`src/rtl/tt_um_jleugeri_ttt_scheduler.sv`:
```
// Sweep scheduler for a time-multiplexed token core: init, programming pass-through,
// per-tick update/evaluate/capture over all processors, and a start/stop event FIFO.
module tt_um_jleugeri_ttt_scheduler #(
  parameter int NUM_PROCESSORS  = 10,
  parameter int NEW_TOKENS_BITS = 4,
  parameter int PROG_WIDTH      = 8,
  parameter int FIFO_DEPTH      = 4,
  localparam int IDW            = $clog2(NUM_PROCESSORS)
) (
  input  logic                              clock_fast,
  input  logic                              reset,
  input  logic                              tick,
  input  logic                              inj_valid,
  input  logic [IDW-1:0]                    inj_id,
  input  logic signed [NEW_TOKENS_BITS-1:0] inj_good,
  input  logic signed [NEW_TOKENS_BITS-1:0] inj_bad,
  input  logic                              prog_valid,
  output logic                              prog_ready,
  input  logic [1:0]                        prog_sel,
  input  logic [IDW-1:0]                    prog_id,
  input  logic [PROG_WIDTH-1:0]             prog_data,
  output logic                              core_reset,
  output logic                              core_clock_slow,
  output logic [IDW-1:0]                    core_processor_id,
  output logic [2:0]                        core_instruction,
  output logic signed [NEW_TOKENS_BITS-1:0] core_new_good,
  output logic signed [NEW_TOKENS_BITS-1:0] core_new_bad,
  output logic [PROG_WIDTH-1:0]             core_prog_data,
  input  logic [1:0]                        core_token_startstop,
  output logic                              evt_valid,
  input  logic                              evt_ready,
  output logic [IDW-1:0]                    evt_id,
  output logic                              evt_start,
  output logic                              busy,
  output logic                              tick_overrun
);
  localparam int NTB = NEW_TOKENS_BITS;
  localparam int PW  = $clog2(FIFO_DEPTH);

  typedef enum logic [2:0] {S_INIT, S_IDLE, S_UPD, S_EVAL, S_CAPT} state_t;

  state_t           state_reg;
  logic [IDW-1:0]   p_reg;
  logic             tick_pending_reg;
  logic             tick_overrun_reg;

  logic [IDW:0]     fifo_mem [FIFO_DEPTH];
  logic [PW-1:0]    wr_ptr_reg, rd_ptr_reg;
  logic [PW:0]      count_reg;

  logic signed [NTB-1:0] pend_good [NUM_PROCESSORS];
  logic signed [NTB-1:0] pend_bad  [NUM_PROCESSORS];

  logic last_p, evt_found, fifo_full, push, pop, capt_done, prog_xfer;

  function automatic logic signed [NTB-1:0] sat_add(input logic signed [NTB-1:0] a,
                                                     input logic signed [NTB-1:0] b);
    logic [NTB:0] s;
    s = {a[NTB-1], a} + {b[NTB-1], b};
    if (s[NTB] != s[NTB-1])
      return s[NTB] ? {1'b1, {(NTB-1){1'b0}}} : {1'b0, {(NTB-1){1'b1}}};
    return s[NTB-1:0];
  endfunction

  assign last_p     = (p_reg == IDW'(NUM_PROCESSORS - 1));
  assign evt_found  = core_token_startstop[1] ^ core_token_startstop[0];
  assign fifo_full  = (count_reg == (PW+1)'(FIFO_DEPTH));
  // A capture needing a push waits in place while the FIFO is full.
  assign push       = (state_reg == S_CAPT) && evt_found && !fifo_full;
  assign capt_done  = (state_reg == S_CAPT) && !(evt_found && fifo_full);
  assign evt_valid  = (count_reg != '0);
  assign pop        = evt_valid && evt_ready;
  assign prog_ready = (state_reg == S_IDLE) && !tick_pending_reg && !tick;
  assign prog_xfer  = prog_valid && prog_ready && (prog_sel != 2'b00);

  always_ff @(posedge clock_fast) begin
    if (reset) begin
      state_reg        <= S_INIT;
      p_reg            <= '0;
      tick_pending_reg <= 1'b0;
      tick_overrun_reg <= 1'b0;
    end else begin
      if (tick && tick_pending_reg) tick_overrun_reg <= 1'b1;
      if (tick && state_reg != S_IDLE) tick_pending_reg <= 1'b1;
      case (state_reg)
        S_INIT: begin
          if (last_p) begin
            state_reg <= S_IDLE;
            p_reg     <= '0;
          end else begin
            p_reg <= p_reg + 1'b1;
          end
        end
        S_IDLE: begin
          if (tick_pending_reg || tick) begin
            tick_pending_reg <= 1'b0;
            p_reg            <= '0;
            state_reg        <= S_UPD;
          end
        end
        S_UPD:  state_reg <= S_EVAL;
        S_EVAL: state_reg <= S_CAPT;
        S_CAPT: begin
          if (capt_done) begin
            if (last_p) begin
              state_reg <= S_IDLE;
            end else begin
              p_reg     <= p_reg + 1'b1;
              state_reg <= S_UPD;
            end
          end
        end
        default: state_reg <= S_INIT;
      endcase
    end
  end

  always_ff @(posedge clock_fast) begin
    if (push) fifo_mem[wr_ptr_reg] <= {p_reg, core_token_startstop[1]};
  end

  always_ff @(posedge clock_fast) begin
    if (reset) begin
      wr_ptr_reg <= '0;
      rd_ptr_reg <= '0;
      count_reg  <= '0;
    end else begin
      if (push) wr_ptr_reg <= wr_ptr_reg + 1'b1;
      if (pop)  rd_ptr_reg <= rd_ptr_reg + 1'b1;
      case ({push, pop})
        2'b10:   count_reg <= count_reg + 1'b1;
        2'b01:   count_reg <= count_reg - 1'b1;
        default: count_reg <= count_reg;
      endcase
    end
  end

  assign {evt_id, evt_start} = fifo_mem[rd_ptr_reg];

  // An injection landing on the entry being consumed starts it fresh for the next sweep.
  generate
    for (genvar gi = 0; gi < NUM_PROCESSORS; gi++) begin : g_pend
      logic                  hit, clr;
      logic signed [NTB-1:0] good_reg, bad_reg, base_good, base_bad;

      assign hit       = inj_valid && (inj_id == IDW'(gi));
      assign clr       = (state_reg == S_UPD) && (p_reg == IDW'(gi));
      assign base_good = clr ? '0 : good_reg;
      assign base_bad  = clr ? '0 : bad_reg;

      always_ff @(posedge clock_fast) begin
        if (reset) begin
          good_reg <= '0;
          bad_reg  <= '0;
        end else if (hit) begin
          good_reg <= sat_add(base_good, inj_good);
          bad_reg  <= sat_add(base_bad, inj_bad);
        end else if (clr) begin
          good_reg <= '0;
          bad_reg  <= '0;
        end
      end

      assign pend_good[gi] = good_reg;
      assign pend_bad[gi]  = bad_reg;
    end
  endgenerate

  always_comb begin
    core_instruction  = 3'b000;
    core_processor_id = p_reg;
    core_prog_data    = '0;
    core_new_good     = '0;
    core_new_bad      = '0;
    case (state_reg)
      S_IDLE: begin
        if (prog_xfer) begin
          core_instruction  = {1'b0, prog_sel};
          core_processor_id = prog_id;
          core_prog_data    = prog_data;
        end
      end
      S_UPD: begin
        core_instruction = 3'b100;
        core_new_good    = pend_good[p_reg];
        core_new_bad     = pend_bad[p_reg];
      end
      S_EVAL:  core_instruction = 3'b101;
      default: core_instruction = 3'b000;
    endcase
  end

  assign core_reset      = (state_reg == S_INIT);
  assign core_clock_slow = (state_reg == S_UPD) || (state_reg == S_EVAL) || (state_reg == S_CAPT);
  assign busy            = (state_reg != S_IDLE);
  assign tick_overrun    = tick_overrun_reg;

endmodule

```
`config.mk`:
```
export PLATFORM = sky130hd
export DESIGN_NAME = tt_um_jleugeri_ttt_scheduler
export DESIGN_NICKNAME = d
export VERILOG_FILES = /design/src/rtl/tt_um_jleugeri_ttt_scheduler.sv
export SDC_FILE = /design/constraint.sdc
export NUM_CORES = 1
export LEC_CHECK = 0
export ABC_CLOCK_PERIOD_IN_PS = 8000
export BUFFER_PORTS_ARGS = -buffer_cell sky130_fd_sc_hd__buf_2
export CAP_MARGIN = 20
export CORE_ASPECT_RATIO = 1.1
export CORE_MARGIN = 2
export CORE_UTILIZATION = 48
export DETAILED_ROUTE_END_ITERATION = 6
export GPL_TIMING_DRIVEN = 0
export PLACE_DENSITY = 0.7
export RECOVER_POWER = 25
export SLEW_MARGIN = 20
export SYNTH_ARGS = -nofsm -noshare
export SYNTH_HDL_FRONTEND = slang
export SYNTH_SLANG_ARGS = --single-unit
```
`constraint.sdc`:
```
create_clock -name clock_fast -period 8 [get_ports clock_fast]
set_clock_uncertainty 0.2 [all_clocks]
set_input_delay 0.8 -clock clock_fast [delete_from_list [all_inputs] [get_ports clock_fast]]
set_output_delay 0.8 -clock clock_fast [all_outputs]
set_load 0.01 [all_outputs]
```
-- Word level (Yosys, flattened, before mapping)
Memory sizes are Yosys's and may differ from the RTL's. A register that Yosys moved wholly into a read port is not among the register bits.
Index checks and enable logic that the tools add are counted.
- add/subtract/negate cells: 25
- magnitude comparators: 1
- equal/unequal tests: 50
- muxes and demuxes: 192
- bitwise operators: 2
- reductions and logical operators: 47
- operators with widths (cell ; number):
    $mux 4 ; 112
    $add 4x4->5 ; 20
    $mux 1 ; 65
    $bmux 4 s4 ; 2
    $eq 4x3->1 const B ; 8
    $logic_and 1x1->1 ; 31
    $ne 1x1->1 ; 20
    $eq 4x2->1 const B ; 4
    $eq 4x4->1 const B ; 4
    $mux 8 ; 2
    $pmux 3 s5 ; 1
    $pmux 4 s3 ; 1
    $mux 3 ; 3
    $pmux 3 s3 ; 1
    $eq 4x1->1 const B ; 2
    $logic_not 4->1 ; 2
    $mux 2 ; 4
    $eq 3x2->1 const B ; 2
    $eq 3x3->1 const B ; 2
    $pmux 3 s2 ; 1
    $reduce_bool 3->1 ; 2
    $ge 5x5->1 const B ; 1
    $not 4->5 ; 1
    $add 2x1->2 const B ; 2
    16 further kinds ; 24
- bits in registers: 96
- RAM bits: 20
- input bits: 34
- output and inout port bits: 34
- word-level logic and storage cells: 345
- memories: 1
- memories (name ; words ; bits a word ; rd ports ; clocked after memory_dff ; write ports ; line ; text):
    fifo_mem ; 4 ; 5 ; 1 ; 1 ; 1 ; 47 ; logic [IDW:0] fifo_mem [FIFO_DEPTH];

-- Logic depth before layout (Yosys ltp)
Gate-level depths: netlist of the first run.
- depth in word-level cells: 10
- gate-level depth with buffers: 15
- depth with buffers taken out: 12

-- Least setup slack after synthesis of the first run
No wires, ideal clock.
- path kind: flip-flop to flip-flop
- start point: register p_reg[0]
- end point: register g_pend[0].bad_reg[1]
- library setup time: 117 ps
- data arrival time: 3509 ps
- required time: 7683 ps
- path slack: 4174 ps
- stages on the path, launching flop included: 16
- path buffers: 3
- period minus slack after synthesis: 3826 ps
- path through: dfxtp_1 buf_2 buf_2 buf_2 inv_1 ha_1 nor4b_1 nand2_1 and2_1 ha_1 fa_1 a211oi_1 nand2_1 a21boi_0 maj3_1 a22o_1
- word-level cells in the longest chain between the ends: 10
- elaborated cells between the ends (all ways): 12
- those cells by class: 1 x add/sub; 1 x eq/ne; 8 x mux; 2 x reduce/logical
- ends and longest elaborated chain (item ; line ; text):
    start: declaration ; 43 ; logic [IDW-1:0] p_reg;
    start signal: assignment ; 91 ; p_reg <= p_reg + 1'b1;
    start signal: assignment ; 108 ; p_reg <= p_reg + 1'b1;
    $logic_not 4->1 * ; 147 ; assign clr = (state_reg == S_UPD) && (p_reg == IDW'(gi));
    $logic_and 1x1->1 * ; 147 ;
    $mux 4 * ; - ;
    $add 4x4->5 ; 59 ; s = {a[NTB-1], a} + {b[NTB-1], b};
    $ne 1x1->1 ; 60 ; if (s[NTB] != s[NTB-1])
    $mux 1 ; 60 ;
    $mux 1 ; 155 ; end else if (hit) begin
    $mux 1 ; 152 ; if (reset) begin
    $mux 4 ; 62 ; return s[NTB-1:0];
    $mux 4 * ; 155 ;
    end signal: assignment ; 157 ; bad_reg <= sat_add(base_bad, inj_bad);
    end: declaration ; 144 ; logic signed [NTB-1:0] good_reg, bad_reg, base_good, base_bad;
Every way passes the cells marked *; elsewhere a longest branch is shown, timed or not. The select of a mux whose other input is x is not followed.
A chain may end at the register's enable or synchronous reset.

-- Worst setup path in the final report of the first run
- start point: register p_reg[1]
- end point: register g_pend[0].bad_reg[1]
The elaborated chain is that of the path after synthesis.

==> results of run 1 <==
-- cell usage in the layout, fill, tap and decap left out, types with 5 or more instances in the layout --
| master | n |
|---|---|
| nand2_1 | 51 |
| a21oi_1 | 55 |
| a2111oi_0 | 8 |
| clkbuf_16 | 17 |
| o211ai_1 | 6 |
| a32o_1 | 5 |
| a211oi_1 | 26 |
| clkinvlp_4 | 5 |
| nor3_1 | 11 |
| a21o_1 | 17 |
| nor4_1 | 5 |
| a22o_1 | 25 |
| ha_1 | 89 |
| a32oi_1 | 11 |
| maj3_1 | 27 |
| o22ai_1 | 9 |
| and3_1 | 14 |
| a311oi_1 | 9 |
| nor2b_1 | 10 |
| buf_2 | 67 |
| nand2b_1 | 14 |
| nor2_1 | 80 |
| nand3_1 | 14 |
| buf_1 | 6 |
| and2_1 | 90 |
| xor2_1 | 21 |
| o21ai_0 | 50 |
| clkbuf_1 | 22 |
| edfxtp_1 | 20 |
| mux4_2 | 21 |
| o21a_1 | 9 |
| xnor2_1 | 21 |
| fa_1 | 21 |
| dfxtp_1 | 98 |
| mux2i_1 | 23 |
| inv_1 | 33 |
| inv_6 | 5 |
-- logic make-up (layout without fill, tap and decap cells) --
family / Yosys count / after routing / share of synthesized area
simple gates: 322 / 322 / 0.1880
compound gates: 254 / 254 / 0.1902
fa+ha+maj: 137 / 137 / 0.1955
flops: 118 / 118 / 0.2777
buf+inv: 62 / 162 / 0.02644
mux: 49 / 49 / 0.08229
xor+xnor: 42 / 42 / 0.03986
-- power breakdown --
group | leakage [nW] | internal (mW) | total [mW] | switching, mW
clock network | 0.261 | 0.436 | 0.730 | 0.294
registers | 0.976 | 0.614 | 0.624 | 0.00996
logic | 3.17 | 0.0964 | 0.244 | 0.147
total | 4.40 | 1.15 | 1.60 | 0.452
-- synth_stat cells, types with 10 or more instances --
master	count	area [sq um]
dfxtp_1	98	1962
and2_1	94	588.1
ha_1	89	1114
nor2_1	80	300.3
a21oi_1	55	275.3
nand2_1	51	191.4
o21ai_0	50	250.2
inv_1	33	123.9
maj3_1	27	270.3
a211oi_1	25	187.7
a22o_1	25	219.0
mux2i_1	23	230.2
fa_1	21	420.4
mux4_2	21	473.0
xnor2_1	21	183.9
xor2_1	21	183.9
edfxtp_1	20	600.6
a21o_1	17	127.6
clkbuf_1	17	63.81
and3_1	14	87.58
nand2b_1	14	87.58
nand3_1	14	70.07
a32oi_1	11	96.34
nor3_1	11	55.05
nor2b_1	10	62.56
-- area by class of cell --
| type | count | area [sq um] |
|---|---|---|
| buffer | 29 | 120.1 |
| clock buffer | 18 | 439.2 |
| clock inverter | 14 | 123.9 |
| fill | 1720 | 8528 |
| inverter | 33 | 123.9 |
| multi-input combinational | 804 | 6424 |
| sequential | 118 | 2562 |
| tap | 247 | 309.0 |
| timing repair buffer | 68 | 335.3 |
-- critical path: cells and delay by family, from the launching register on --
kind,cells,cell delay [ps]
AOI/OAI and AO/OA,3,700
buffers and inverters,3,1020
adders and majority gates,4,1180
DFF,1,410
and+or+nand+nor,4,1130
-- final timing paths --
path,endpoint,slack (ps),depth (start not counted),start
worst min-delay path,tick_overrun,280,2,tick_overrun
worst min register to register,tick_overrun,280,2,tick_overrun
worst max register to register,g_pend[0].bad_reg[1],3250,14,p_reg[1]
worst max-delay path,g_pend[0].bad_reg[1],3250,14,p_reg[1]
-- layer usage --
layer  up-vias  track usage
li1       3851            -
met1      3670       0.3201
met2       265       0.3977
met3        46      0.04539
met4         0       0.1010
met5         -            0
-- through the flow --
| stage | std cells | cell area, sq um | hold slack [ps] | setup slack [ps] |
|---|---|---|---|---|
| after CTS | 1331 | 10450 | 275.6 | 3297 |
| final | 1331 | 10440 | 276.1 | 3245 |
| after global placement | 1298 | 9873 | 246.1 | 3358 |
| after global routing | 1331 | 10440 | 288.6 | 3015 |
| after detailed placement | 1299 | 9884 | 261.4 | 3339 |
| after floorplan | 984 | 9229 | 227.9 | 4174 |
==> results.md, run 1 <==
* Detail Route Antenna Nets at 0
* I/O pins at 68
* Uppermost layer routed: met4
* Gp weighted congestion at 0.8656
* Setup Crit Path Kind: reg2reg
* PwrDens at 153.1 nW/um^2
* Leak at 4.402 nW
* Estimated wirelength of the detail-placed design at 18.24 mm
* Startpoint types: flop
* Average wire per standard cell at 17.99 um
* RSZ-0062 raised after global routing: no
* Clk sinks at 118
* Slowest CP cell: nor4b_1
* Final wirelength at 23.94 mm
* Arrival time at the worst endpoint at 4870 ps
* Initial DRC Count at 508
* Remaining DRCs at 0
* Final setup viols at 0
* Port-buffer cells at 67
* Syn avg cell area at 9.379 sq um
* Via count at 7,832
* Initial antenna violation count at 0
* # Max-Cap Violations at 0
* Final hold violation count at 0
* Total CTS buffers at 17
* Worst-skew pair later-pin latency at 430 ps
* Crit. End Element: flop
* Slowest stage delay, CP at 460 ps
* Total Routing Usage GR at 0.2447
* Starting Density at 0.4866
* Relative slew slack at 0.3603
* Final Max Tran Viols at 0
* Syn_nets at 1,128
* Synth Instances at 984
* Post-cts resize count at 0
* Seq/Total Area, Yosys at 0.2777
* Worst Hold Class: reg2reg
* First-pass GRT wire length at 38.61 mm
* CTS Hold Bufs at 0
* Metal-1 WL at 10.59 mm
* DR vias/cell at 5.884
* Post-Route Setup TNS at 0 ps
* Crit-path cells: clkbuf_1 > buf_1 > inv_1 > ha_1 > nor4b_1 > nand2_1 > and2_1 > ha_1 > fa_1 > a211oi_1 > nand2_1 > a21boi_0 > maj3_1 > a22o_1
* Fin crit period at 4755 ps
* Die W at 136.2 um
* Final core occ at 0.5503
* Die area at 20,350 sq um
* Final period utilization at 0.5943
* F_max at 210.3 MHz
* Remaining global-route overflow at 0
* Routed wl met2 at 11.06 mm
* Met3 WL at 1.474 mm
* Number of global-route vias before repair at 7,516
* Root buffer cell: clkbuf_16
* Async S/R FF share, synth at 0
* Largest net degree at the start of global routing at 21
* Post-synthesis cell type count at 67
* Inserted Diodes at 0
* Cell Area, Synth at 9229 sq um
* Clock Tree Buf Depth at 2
* Power Total at 1.598 mW
* YS warnings at 0
* Drt pass-1 iters at 5
* Synthesis-to-finish area growth at 13.10%
* Nets at 1,215
* Req. time, crit path at 8120 ps
* Worst-path clk slew at 60 ps
* Status: completed
* Tightest Pin Transition at 952.3 ps
* Core Area at 18,970 sq um
* Die Height at 149.4 um
* Layout cell share with drive strength beyond 1 at 0.1255
* Flip-flop and latch count after synthesis at 118
* FP Rows at 53
* CTS tree: yes
* CP Max Fanout at 10
* Max rail drop VDD at 0.1297 mV
* Top_reg_cell synth: dfxtp_1
* H-tree depth at 4
* Post-CTS Setup Inserts at 0
* EDFF count, synth at 20
Note: power is estimated with default switching activity, not from simulation.
==> run 2, diff against run 1 <==
--- a/config.mk
+++ b/config.mk
@@ -5,7 +5,8 @@
 export SDC_FILE = /design/constraint.sdc
 export NUM_CORES = 1
 export LEC_CHECK = 0
-export ABC_CLOCK_PERIOD_IN_PS = 8000
+export ABC_AREA = 1
+export ABC_CLOCK_PERIOD_IN_PS = 4400
 export BUFFER_PORTS_ARGS = -buffer_cell sky130_fd_sc_hd__buf_2
 export CAP_MARGIN = 20
 export CORE_ASPECT_RATIO = 1.1
==> constraint.sdc (replaced) <==
create_clock -name clock_fast -period 4.4 [get_ports clock_fast]
set_clock_uncertainty 0.2 [all_clocks]
set_input_delay 0.44 -clock clock_fast [delete_from_list [all_inputs] [get_ports clock_fast]]
set_output_delay 0.44 -clock clock_fast [all_outputs]
set_load 0.01 [all_outputs]
==> results.md, run 2 <==
* Status: completed
* Initial DRC Count at 657
* Flip-flop and latch count after synthesis at 118
* Hold_ws at 82.94 ps
* Worst-path clk slew at 60 ps
* Root buffer cell: clkbuf_16
* Final hold violation count at 0
* Detail Route Antenna Nets at 0
* Final worst slack at 764.0 ps
* Number of global-route vias before repair at 9,045
* F_max at 275.0 MHz
* Top_reg_cell synth: dfxtp_1
* Die Height at 153.3 um
* Startpoint types: flop
* DP Area at 10,380 sq um
* Area leader, netlist: dfxtp_1
* Final wirelength at 27.33 mm
* I/O pins at 68
* Req. time, crit path at 4530 ps
* Met3 WL at 1.552 mm
* Gp weighted congestion at 0.9901
* Inserted Diodes at 0
* Hold Crit Depth at 3
* Drt pass-1 iters at 5
* FP Rows at 54
* Fillcell total at 2,025
* Post-Route Setup TNS at 0 ps
* Post-cts resize count at 0
* Post-CTS Setup Inserts at 0
* Fin area at 10,930 sq um
* Post-synthesis cell type count at 32
* Leak at 5.385 nW
* Worst Reg-to-Reg Cells at 16
* H-tree depth at 4
* Crit. End Element: flop
* First-pass GRT wire length at 44.22 mm
* Commonest non-fill, non-tap cell in the layout: nand2_1
* Uppermost layer routed: met4
* CTS tree: yes
* Final period utilization at 0.8264
* Largest net degree at the start of global routing at 21
* Setup Crit Path Kind: reg2reg
* Total CTS buffers at 17
* Max rail drop VDD at 0.2688 mV
* Top post-synthesis cells by area: dfxtp_1, nand2_1, ha_1
* Clk sinks at 118
* Die area at 21,430 sq um
* Seq/Total Area, Yosys at 0.2634
* Estimated wirelength of the detail-placed design at 20.58 mm
* Die W at 139.7 um
* Core Area at 19,860 sq um
* Routed wl met2 at 12.69 mm
* Area of the multi-input gates at 6052 sq um
* Syn_nets at 1,632
* Final setup viols at 0
* Register area at 2562 sq um
* Worst-skew pair later-pin latency at 430 ps
* Remaining DRCs at 0
* Syn avg cell area at 6.539 sq um
* Post-synth top cells: nand2_1, inv_1, nor2_1, a21oi_1, nand3_1
* YS warnings at 0
* Async S/R FF share, synth at 0
* Tightest Pin Transition at 908.8 ps
* Layout cell share with drive strength beyond 1 at 0.07818
* EDFF count, synth at 20
* Total Routing Usage GR at 0.2582
* Final Max Tran Viols at 0
* Port-buffer cells at 66
* Most common cell in the netlist: nand2_1
* Most frequent cells in the layout: nand2_1, inv_1, nor2_1
* DR vias/cell at 5.251
* Remaining global-route overflow at 0
* Clock Tree Buf Depth at 2
* Synth Instances at 1,488
* CP Max Fanout at 12
* Cell Area, Synth at 9729 sq um
* Metal-1 WL at 12.16 mm
* Fin crit period at 3636 ps
* # Max-Cap Violations at 0
* Synthesis-to-finish area growth at 12.38%
* Initial antenna violation count at 0
* Worst Hold Class: in2reg
* PwrDens at 280.4 nW/um^2
* Relative slew slack at 0.3895
* Average wire per standard cell at 14.87 um
* RSZ-0062 raised after global routing: no
* Final core occ at 0.5505
* Arrival time at the worst endpoint at 3760 ps
* Synth top area share at 0.2016
* Nets at 1,717
* Via count at 9,652
* CTS Hold Bufs at 0
* Starting Density at 0.4898
* DP Worst Slack at 830.1 ps
run 2: changes by cell type after synthesis, sizes merged, moves of 23 or more:
cell,previous run,this run
inv,33,252
a22o,25,0
nand2,51,345
a21oi,55,137
o21ai,51,119
maj3,27,0
nand3,14,133
and2,94,0
mux2i,23,0
nor2,80,178
run 2: stage by stage:
stage	total power [mW]	cells
after CTS	3.066	1838
final	3.065	1838
after floorplan	1.542	1488
after detailed placement	1.717	1806
after global placement	1.706	1806
after global routing	3.201	1838
run 2: critical path, cell delays in order, from the launching register on:
cell and delay [ps]:
dfxtp_1 480, inv_1 280, buf_2 330, ha_1 240, inv_1 160, nor3_4 470, nor2_1 90, ha_1 230
fa_1 410, nand2_1 80, nand3_1 70, nand2_1 80, inv_1 50, nand2_1 80, nand2_1 80, a21oi_1 140
nor2_1 50
run 2: path summary, 6_finish.rpt:
check	from	to	slack [ps]
setup reg to reg	p_reg[1]	g_pend[4].bad_reg[2]	760
hold reg to reg	count_reg[0]	count_reg[0]	250
hold / removal	tick	tick_overrun	80
setup / recovery	p_reg[1]	g_pend[4].bad_reg[2]	760
run 2: metal layers:
layer	track usage	vias to the layer above
met1	0.3352	4342
met5	0	-
met3	0.03759	64
met4	0.09762	0
met2	0.4351	287
li1	-	4959
run 2: cell type report:
class / count / share of cell area
inverter: 253 / 0.08685
clock inverter: 14 / 0.01167
tap: 252 / 0.02884
sequential: 118 / 0.2344
buffer: 33 / 0.01442
clock buffer: 18 / 0.04119
multi-input combinational: 1084 / 0.5535
timing repair buffer: 66 / 0.02918
run 2: power breakdown:
part | switching (mW) | internal [mW]
sequential | 0.0210 | 1.13
clock | 0.585 | 0.777
combinational | 0.378 | 0.177
run 2: cells by family (layout without fill, tap and decap cells):
| group | after synthesis | count (layout) | share of synthesized area |
|---|---|---|---|
| flops | 118 | 118 | 0.2634 |
| fa+ha+maj | 110 | 110 | 0.1577 |
| compound gates | 278 | 278 | 0.1483 |
| simple gates | 675 | 675 | 0.2980 |
| buf+inv | 286 | 384 | 0.1138 |
| xor+xnor | 21 | 21 | 0.01890 |
